==> src/rtl/bcd_pkg.sv <==
// Shared definitions for the BCD-to-binary converter.
//   state_t       : controller state encoding (IDLE, CONV, DONE)
//   BCD_MAX_DIGIT : largest legal BCD digit value
//   ADJ           : correction subtracted from a digit during reverse double-dabble
//   ADJ_THRESH    : digit value at or above which the correction applies
package bcd_pkg;

    typedef enum logic [1:0] {
        IDLE = 2'd0,
        CONV = 2'd1,
        DONE = 2'd2
    } state_t;

    localparam logic [3:0] BCD_MAX_DIGIT = 4'd9;
    localparam logic [3:0] ADJ           = 4'd3;
    localparam logic [3:0] ADJ_THRESH    = 4'd8;

endpackage

==> src/rtl/bcd_digit_adj.sv <==
// Single-digit correction step for the reverse double-dabble algorithm.
//   digit_in  : 4-bit BCD digit after the right shift
//   digit_out : digit_in - 3 when digit_in >= 8, otherwise digit_in
module bcd_digit_adj
    import bcd_pkg::*;
(
    input  logic [3:0] digit_in,
    output logic [3:0] digit_out
);

    always_comb begin
        digit_out = digit_in;
        if (digit_in >= ADJ_THRESH) begin
            digit_out = digit_in - ADJ;
        end
    end

endmodule

==> src/rtl/bcd_to_binary.sv <==
// Sequential packed-BCD to binary converter (reverse double-dabble).
//   clk     : rising-edge clock
//   rst_n   : asynchronous active-low reset
//   start   : conversion request, sampled only in IDLE
//   bcd_in  : NDIG packed BCD digits, digit 0 in bits [3:0]
//   bin_out : binary result, held from done until the next accepted start
//   busy    : high while shifting (CONV)
//   done    : one-cycle pulse, bin_out/err valid
//   err     : sampled input contained a digit greater than 9
module bcd_to_binary
    import bcd_pkg::*;
#(
    parameter int unsigned NDIG = 3,
    parameter int unsigned BW   = 10
) (
    input  logic                clk,
    input  logic                rst_n,
    input  logic                start,
    input  logic [4*NDIG-1:0]   bcd_in,
    output logic [BW-1:0]       bin_out,
    output logic                busy,
    output logic                done,
    output logic                err
);

    localparam int unsigned SW = 4*NDIG + BW;
    localparam int unsigned CW = $clog2(BW + 1);

    state_t          state_q,   state_d;
    logic [SW-1:0]   sreg_q,    sreg_d;
    logic [CW-1:0]   cnt_q,     cnt_d;
    logic [BW-1:0]   bin_out_q, bin_out_d;
    logic            err_q,     err_d;
    logic            busy_q,    busy_d;
    logic            done_q,    done_d;
    logic            hold_q,    hold_d;

    logic [SW-1:0]     shifted;
    logic [SW-1:0]     adjusted;
    logic [4*NDIG-1:0] adj_bcd;
    logic              bad_digit;

    assign shifted = sreg_q >> 1;

    for (genvar g = 0; g < NDIG; g++) begin : g_adj
        bcd_digit_adj u_adj (
            .digit_in  (shifted[BW + 4*g +: 4]),
            .digit_out (adj_bcd[4*g +: 4])
        );
    end

    assign adjusted = {adj_bcd, shifted[BW-1:0]};

    always_comb begin
        bad_digit = 1'b0;
        for (int unsigned i = 0; i < NDIG; i++) begin
            if (bcd_in[4*i +: 4] > BCD_MAX_DIGIT) begin
                bad_digit = 1'b1;
            end
        end
    end

    always_comb begin
        state_d   = state_q;
        sreg_d    = sreg_q;
        cnt_d     = cnt_q;
        bin_out_d = bin_out_q;
        err_d     = err_q;
        hold_d    = 1'b0;
        busy_d    = 1'b0;
        done_d    = 1'b0;
        case (state_q)
            IDLE: begin
                if (start) begin
                    if (bad_digit) begin
                        // Invalid input skips CONV; DONE is entered with done
                        // held back one cycle (hold) so done lands two edges
                        // after the start edge.
                        err_d     = 1'b1;
                        bin_out_d = '0;
                        hold_d    = 1'b1;
                        state_d   = DONE;
                    end else begin
                        sreg_d  = {bcd_in, {BW{1'b0}}};
                        cnt_d   = CW'(BW);
                        err_d   = 1'b0;
                        busy_d  = 1'b1;
                        state_d = CONV;
                    end
                end
            end
            CONV: begin
                sreg_d = adjusted;
                cnt_d  = cnt_q - CW'(1);
                busy_d = 1'b1;
                if (cnt_d == '0) begin
                    bin_out_d = adjusted[BW-1:0];
                    busy_d    = 1'b0;
                    done_d    = 1'b1;
                    state_d   = DONE;
                end
            end
            DONE: begin
                if (hold_q) begin
                    done_d = 1'b1;
                end else begin
                    state_d = IDLE;
                end
            end
            default: begin
                state_d = IDLE;
            end
        endcase
    end

    always_ff @(posedge clk or negedge rst_n) begin
        if (!rst_n) begin
            state_q   <= IDLE;
            sreg_q    <= '0;
            cnt_q     <= '0;
            bin_out_q <= '0;
            err_q     <= 1'b0;
            busy_q    <= 1'b0;
            done_q    <= 1'b0;
            hold_q    <= 1'b0;
        end else begin
            state_q   <= state_d;
            sreg_q    <= sreg_d;
            cnt_q     <= cnt_d;
            bin_out_q <= bin_out_d;
            err_q     <= err_d;
            busy_q    <= busy_d;
            done_q    <= done_d;
            hold_q    <= hold_d;
        end
    end

    assign bin_out = bin_out_q;
    assign err     = err_q;
    assign busy    = busy_q;
    assign done    = done_q;

endmodule
==> config.mk <==
export PLATFORM = sky130hd
export DESIGN_NAME = bcd_to_binary
export DESIGN_NICKNAME = d
export VERILOG_FILES = /design/src/rtl/bcd_pkg.sv /design/src/rtl/bcd_digit_adj.sv /design/src/rtl/bcd_to_binary.sv
export SDC_FILE = /design/constraint.sdc
export NUM_CORES = 1
export LEC_CHECK = 0
export ABC_AREA = 0
export CAP_MARGIN = 20
export CORE_ASPECT_RATIO = 0.6
export CORE_MARGIN = 10
export CORE_UTILIZATION = 36
export CTS_CLUSTER_DIAMETER = 200
export CTS_CLUSTER_SIZE = 10
export DETAILED_ROUTE_END_ITERATION = 8
export PLACE_DENSITY = 0.66
export SKIP_CTS_REPAIR_TIMING = 1
export SYNTH_ARGS = -nofsm -noshare
export SYNTH_HDL_FRONTEND = slang
export SYNTH_SLANG_ARGS = --single-unit
==> constraint.sdc <==
create_clock -name clk -period 4 [get_ports clk]
set_input_delay 0.6 -clock clk [delete_from_list [all_inputs] [get_ports clk]]
set_output_delay 0.6 -clock clk [all_outputs]
set_load 0.005 [all_outputs]
==> results of run 1 <==
## metrics by stage
stage / instances / utilization / hold slack (ns) / cell area [um^2]
finish: 307 / 0.452 / 0.435 / 2540
global route: 307 / 0.452 / 0.512 / 2540
CTS: 307 / 0.452 / 0.468 / 2540
detailed placement: 299 / 0.431 / 0.476 / 2420
global placement: 299 / 0.431 / 0.468 / 2420
floorplan: 199 / - / 0.304 / 2100
## power by group through the flow
stage | Sequential [mW] | Combinational, mW | Clock [mW]
5_1_grt | 0.628 | 0.684 | 0.370
3_5_place_dp | 0.615 | 0.608 | 0
2_1_floorplan | 0.592 | 0.470 | 0
3_3_place_gp | 0.612 | 0.595 | 0
6_report | 0.607 | 0.603 | 0.344
4_1_cts | 0.608 | 0.611 | 0.354
## critical path, delay by kind of cell
kind | cells | cell delay [ns]
muxes | 1 | 0.41
and+or+nand+nor | 1 | 0.35
buffers and inverters | 1 | 0.49
AOI/OAI and AO/OA | 2 | 0.88
## how the worst max path moves through the flow
stage / from / to / slack, ns / cells past startpoint
detailed placement: bcd_in[3] / sreg_q[2] / 1.12 / 5
global route: bcd_in[3] / sreg_q[4] / 1.26 / 5
floorplan: state_q[0] / sreg_q[8] / 2.08 / 8
finish: bcd_in[3] / sreg_q[4] / 1.43 / 5
CTS: bcd_in[3] / sreg_q[4] / 1.42 / 5
global placement: bcd_in[3] / sreg_q[1] / 1.15 / 5
## sequential cells by signal, indices dropped and copies added (netlist names)
signal   count
done         1
bin_out     10
state_q      2
hold_q       1
busy         1
sreg_q      21
err          1
cnt_q        4
## cell type report
| class | instances | area, um^2 | share of cell area |
|---|---|---|---|
| clock inverters | 1 | 30.0 | 0.0118 |
| inverters | 15 | 56.3 | 0.0222 |
| clock buffers | 7 | 86.3 | 0.0340 |
| flip-flops and latches | 41 | 1030 | 0.404 |
| multi-input cells | 135 | 970 | 0.382 |
| repair buffers | 28 | 273 | 0.107 |
| well taps | 80 | 100 | 0.0394 |
## layer usage
layer  vias to the layer above  part of all wire  GRT usage
met3                         2             0.075     0.0388
met2                        23              0.41      0.128
met4                         0            0.0021     0.0243
met1                       693              0.51      0.129
li1                        733                 -          -
met5                         -                 0          0
## logic make-up after synthesis
| family | count (synthesis) |
|---|---|
| simple gates | 53 |
| buf+inv | 23 |
| compound gates | 41 |
| xor+xnor | 5 |
| mux | 27 |
| fa+ha+maj | 9 |
| flops | 41 |
## cells in the final DEF, fill, tap and decap left out, types with 2 or more instances in the layout
master | synthesis | layout
mux2i_1 | 11 | 11
nor2b_1 | 2 | 2
nor2_1 | 12 | 12
dfrtp_1 | 41 | 41
inv_1 | 15 | 15
clkdlybuf4s50_1 | 0 | 26
and2_1 | 8 | 8
a21o_1 | 2 | 2
nand2_1 | 20 | 20
a21oi_1 | 13 | 13
clkbuf_8 | 0 | 6
o31ai_1 | 2 | 2
xnor2_1 | 5 | 5
nand3_1 | 5 | 5
mux2_2 | 16 | 16
o21ai_0 | 16 | 16
a222oi_1 | 2 | 2
ha_1 | 9 | 9
==> results.toml, run 1 <==
[placed_design]
dp_slack_ns = 1.12
dp_hpwl_mm = 3.12
portBuffers = 27
routabilityCongestion = 0.781

[hold_path]
hp-class = "input pin to async pin"

[setup_path]
crit_arrival_ns = 2.74
reg2reg_slack_ns = 1.61
crit_chain = "clkdlybuf4s50_1 > o21ai_0 > and4b_1 > a21oi_4 > mux2_2"
end_kind = "flop"
timing.rr.end = "sreg_q[4]"
cp_data_required_time_ns = 4.17
r2r_cells = 6
cpPeakStageDelay_ns = 0.69
cp_max_fo = 37
critPathSlowestCell = "a21oi_4"
start_kind = "input pin"
worstSetupPathType = "input pin to flop"
timing.rr.start = "state_q[0]"

[die]
start_util = 0.373
core_um2 = 5620
fp.dieH_um = 79.2
ioPinCount = 28
rows = 21
die_w_um = 119
die_area_um2 = 9390

[synth]
synth_cell_types = 33
synthTopCellsByArea = "dfrtp_1 (49%), mux2_2 (8.6%), ha_1 (5.4%)"
synth_top_area_share = 0.489
synth_compound_area_frac = 0.131
synth.most_common_cell = "dfrtp_1"
ys_seq_area_frac = 0.489
synthesis.instances = 199
yosysTopAreaCell = "dfrtp_1"
yosys_most_used_dff = "dfrtp_1"
synthesis.nets = 223
yosysWarnings = 0
synth_edf_count = 0
synth_top_family_by_area = "multiplexers"
synth_fa_ha_area_frac = 0.0536
async_flop_share = 1.00
synth_common_cells = "dfrtp_1 (41), nand2_1 (20), mux2_2 (16), o21ai_0 (16), inv_1 (15)"
synth_simple_gate_area_frac = 0.119
syn_area_um2 = 2100
postSynthAreaPerCell_um2 = 10.6
yosys-mux-area-fraction = 0.138
synth_xor_area_frac = 0.0209
yosys_register_bits = 41

[timing]
slew_headroom = 0.402
drv_slew = 0
rsz0062_at_grt = "no"
fin_ws_ns = 1.43
worst_pin_slew_ns = 0.898
period_share = 0.643
finalCriticalPeriod_ns = 2.57
setup_tns_ns = 0
hold_violations = 0
fin_skew_ns = 0.00929
setup_viol = 0
fmax_ghz = 0.389

[pwr]
p_leak_nw = 1.16
swShare = 0.364
pwr-share-seq = 0.391
p_total_mw = 1.55
combPwrFrac = 0.388
clkPwrFrac = 0.221
ir_drop_uv = 245
pwr_density_cell_nw_per_um2 = 611
p_switching_uw = 565
p_int_uw = 989

[cts]
path_clk_slew_ns = 0.08
htreeDepth = 2
cts.sink_count = 41
cts_buffers = 5
clock-root-buffer = "clkbuf_8"
worstSkewPairLatency_ns = 0.29
cts_tree = "done"
clk_path_buf_depth = 2

[global_route]
antenna_found_initial = 0
grt_max_degree = 42
first_global_vias = 1494
grtUsageTotal = 0.0928
overflow = 0
grt_pass1_wl_mm = 7.25

[detailed_routing]
avgViaCountPerCell = 4.73
drcViolationCount = 0
drtPass1Iterations = 4
wirelength_mm = 4.20
wire_per_inst_um = 13.7
ant_nets = 0
drtIter0Drc = 65
vias = 1451

[outcome]
status = "finished clean"

[finish]
drive_above_1_share = 0.128
fin_nets = 250
fillers = 545
antenna_cells = 0
syn_to_final_growth_pct = 21.0

[run]
maxCapViolCount = 0
Power figures use the tool's default switching activity.
==> run 2, diff against run 1 <==
==> constraint.sdc (replaced) <==
create_clock -name clk -period 2.5 [get_ports clk]
set_input_delay 0.375 -clock clk [delete_from_list [all_inputs] [get_ports clk]]
set_output_delay 0.375 -clock clk [all_outputs]
set_load 0.005 [all_outputs]
==> results.toml, run 2 (synthesis gave the netlist of run 1 again) <==
[outcome]
status = "finished clean"

[setup_path]
worstSetupPathType = "input pin to flop"
crit_start = "bcd_in[2]"
timing.rr.end = "cnt_q[1]"
reg2reg_slack_ns = 0.44
critPathSlowestCell = "clkdlybuf4s50_1"
timing.rr.start = "state_q[0]"
end_kind = "flop"
start_kind = "input pin"
cp_max_fo = 10
cpPeakStageDelay_ns = 0.42
crit_arrival_ns = 2.25
cp_data_required_time_ns = 2.68
crit_chain = "clkdlybuf4s50_1 > o21ai_0 > and3_1 > nand2_1 > o2111ai_4 > mux2_2"
r2r_cells = 8

[finish]
largest_register_ffs = 21
antenna_cells = 0
fin_cells = 311
fin_area_um2 = 2540
final_common_cell = "dfrtp_1"
layout_common_cells = "dfrtp_1 (41), clkdlybuf4s50_1 (26), nand2_1 (20), o21ai_0 (16), mux2_2 (16)"
syn_to_final_growth_pct = 20.9
fin_nets = 254
drive_above_1_share = 0.143
fillers = 565
final_util = 0.451
largest_register = "sreg_q"

[cts]
path_clk_slew_ns = 0.08
clock-root-buffer = "clkbuf_8"
cts.sink_count = 41
cts_tree = "done"
worstSkewPairLatency_ns = 0.29
clk_path_buf_depth = 2
cts_buffers = 5
htreeDepth = 2

[hold_path]
hp-class = "input pin to async pin"

[placed_design]
dp_hpwl_mm = 3.19
portBuffers = 27
routabilityCongestion = 0.787
post_dp_cell_area_um2 = 2450
dp.cells = 303
dp_slack_ns = 0.167

[pwr]
p_leak_nw = 1.16
pwr_density_cell_nw_per_um2 = 934
ir_drop_uv = 420

[timing]
slew_headroom = 0.392
setup_viol = 0
rsz0062_at_grt = "no"
finalCriticalPeriod_ns = 2.08
period_share = 0.830
worst_pin_slew_ns = 0.912
fin_ws_ns = 0.424
drv_slew = 0
setup_tns_ns = 0
fmax_ghz = 0.482
fin_skew_ns = 0.00590
hold_violations = 0

[detailed_routing]
wirelength_mm = 4.26
avgViaCountPerCell = 4.80
ant_nets = 0
wire_per_inst_um = 13.7
drtPass1Iterations = 4
drcViolationCount = 0
drtIter0Drc = 57
vias = 1493

[die]
rows = 21
fp.dieH_um = 79.2
start_util = 0.373
core_um2 = 5620
ioPinCount = 28
die_w_um = 119
die_area_um2 = 9390

[global_route]
grtUsageTotal = 0.0942
first_global_vias = 1466
overflow = 0
grt_max_degree = 42
grt_pass1_wl_mm = 7.27
antenna_found_initial = 0

[run]
maxCapViolCount = 0
[run 2: cell count changes in the layout (fill, tap and decap cells not counted)]
| cell | delta |
|---|---|
| buf_4 | +4 |
| bufinv_16 | -1 |
| clkbuf_8 | -1 |
| clkinv_2 | +2 |
[run 2: worst max-delay path, delay by kind of cell]
family	cells	cell delay, ns
mux	1	0.39
buf+inv	1	0.42
compound gates	2	0.62
simple gates	2	0.44
[run 2: layer usage]
| layer | part of all wire | up-vias | track usage |
|---|---|---|---|
| met1 | 0.54 | 715 | 0.133 |
| met2 | 0.39 | 32 | 0.128 |
| met5 | 0 | - | 0 |
| li1 | - | 741 | - |
| met3 | 0.068 | 5 | 0.0346 |
| met4 | 0.0080 | 0 | 0.0291 |
[run 2: worst max path at each step]
stage,end
after global placement,bin_out[8]
final,bin_out[1]
after global routing,cnt_q[1]
after floorplan,sreg_q[8]
after detailed placement,bin_out[4]
after CTS,cnt_q[1]
[run 2: where the power goes]
| part | leakage, nW | internal [mW] | switching (mW) |
|---|---|---|---|
| combinational | 0.581 | 0.448 | 0.533 |
| clock | 0.0450 | 0.194 | 0.226 |
| sequential | 0.536 | 0.824 | 0.147 |
| total | 1.16 | 1.47 | 0.906 |
[run 2: cell type report]
| class | count | area [um^2] | share of cell area |
|---|---|---|---|
| Inverter | 15 | 56.3 | 0.0222 |
| Clock buffer | 6 | 72.6 | 0.0286 |
| Sequential cell | 41 | 1030 | 0.404 |
| Multi-Input combinational cell | 135 | 970 | 0.382 |
| Timing Repair Buffer | 32 | 303 | 0.119 |
| Clock inverter | 2 | 10.0 | 0.00394 |
| Tap cell | 80 | 100 | 0.0394 |
[run 2: per-stage QoR]
stage | total power, mW | hold slack [ns]
2_1_floorplan | 1.70 | 0.0794
3_3_place_gp | 1.95 | 0.469
3_5_place_dp | 1.97 | 0.481
4_1_cts | 2.39 | 0.243
5_1_grt | 2.58 | 0.295
6_report | 2.37 | 0.208
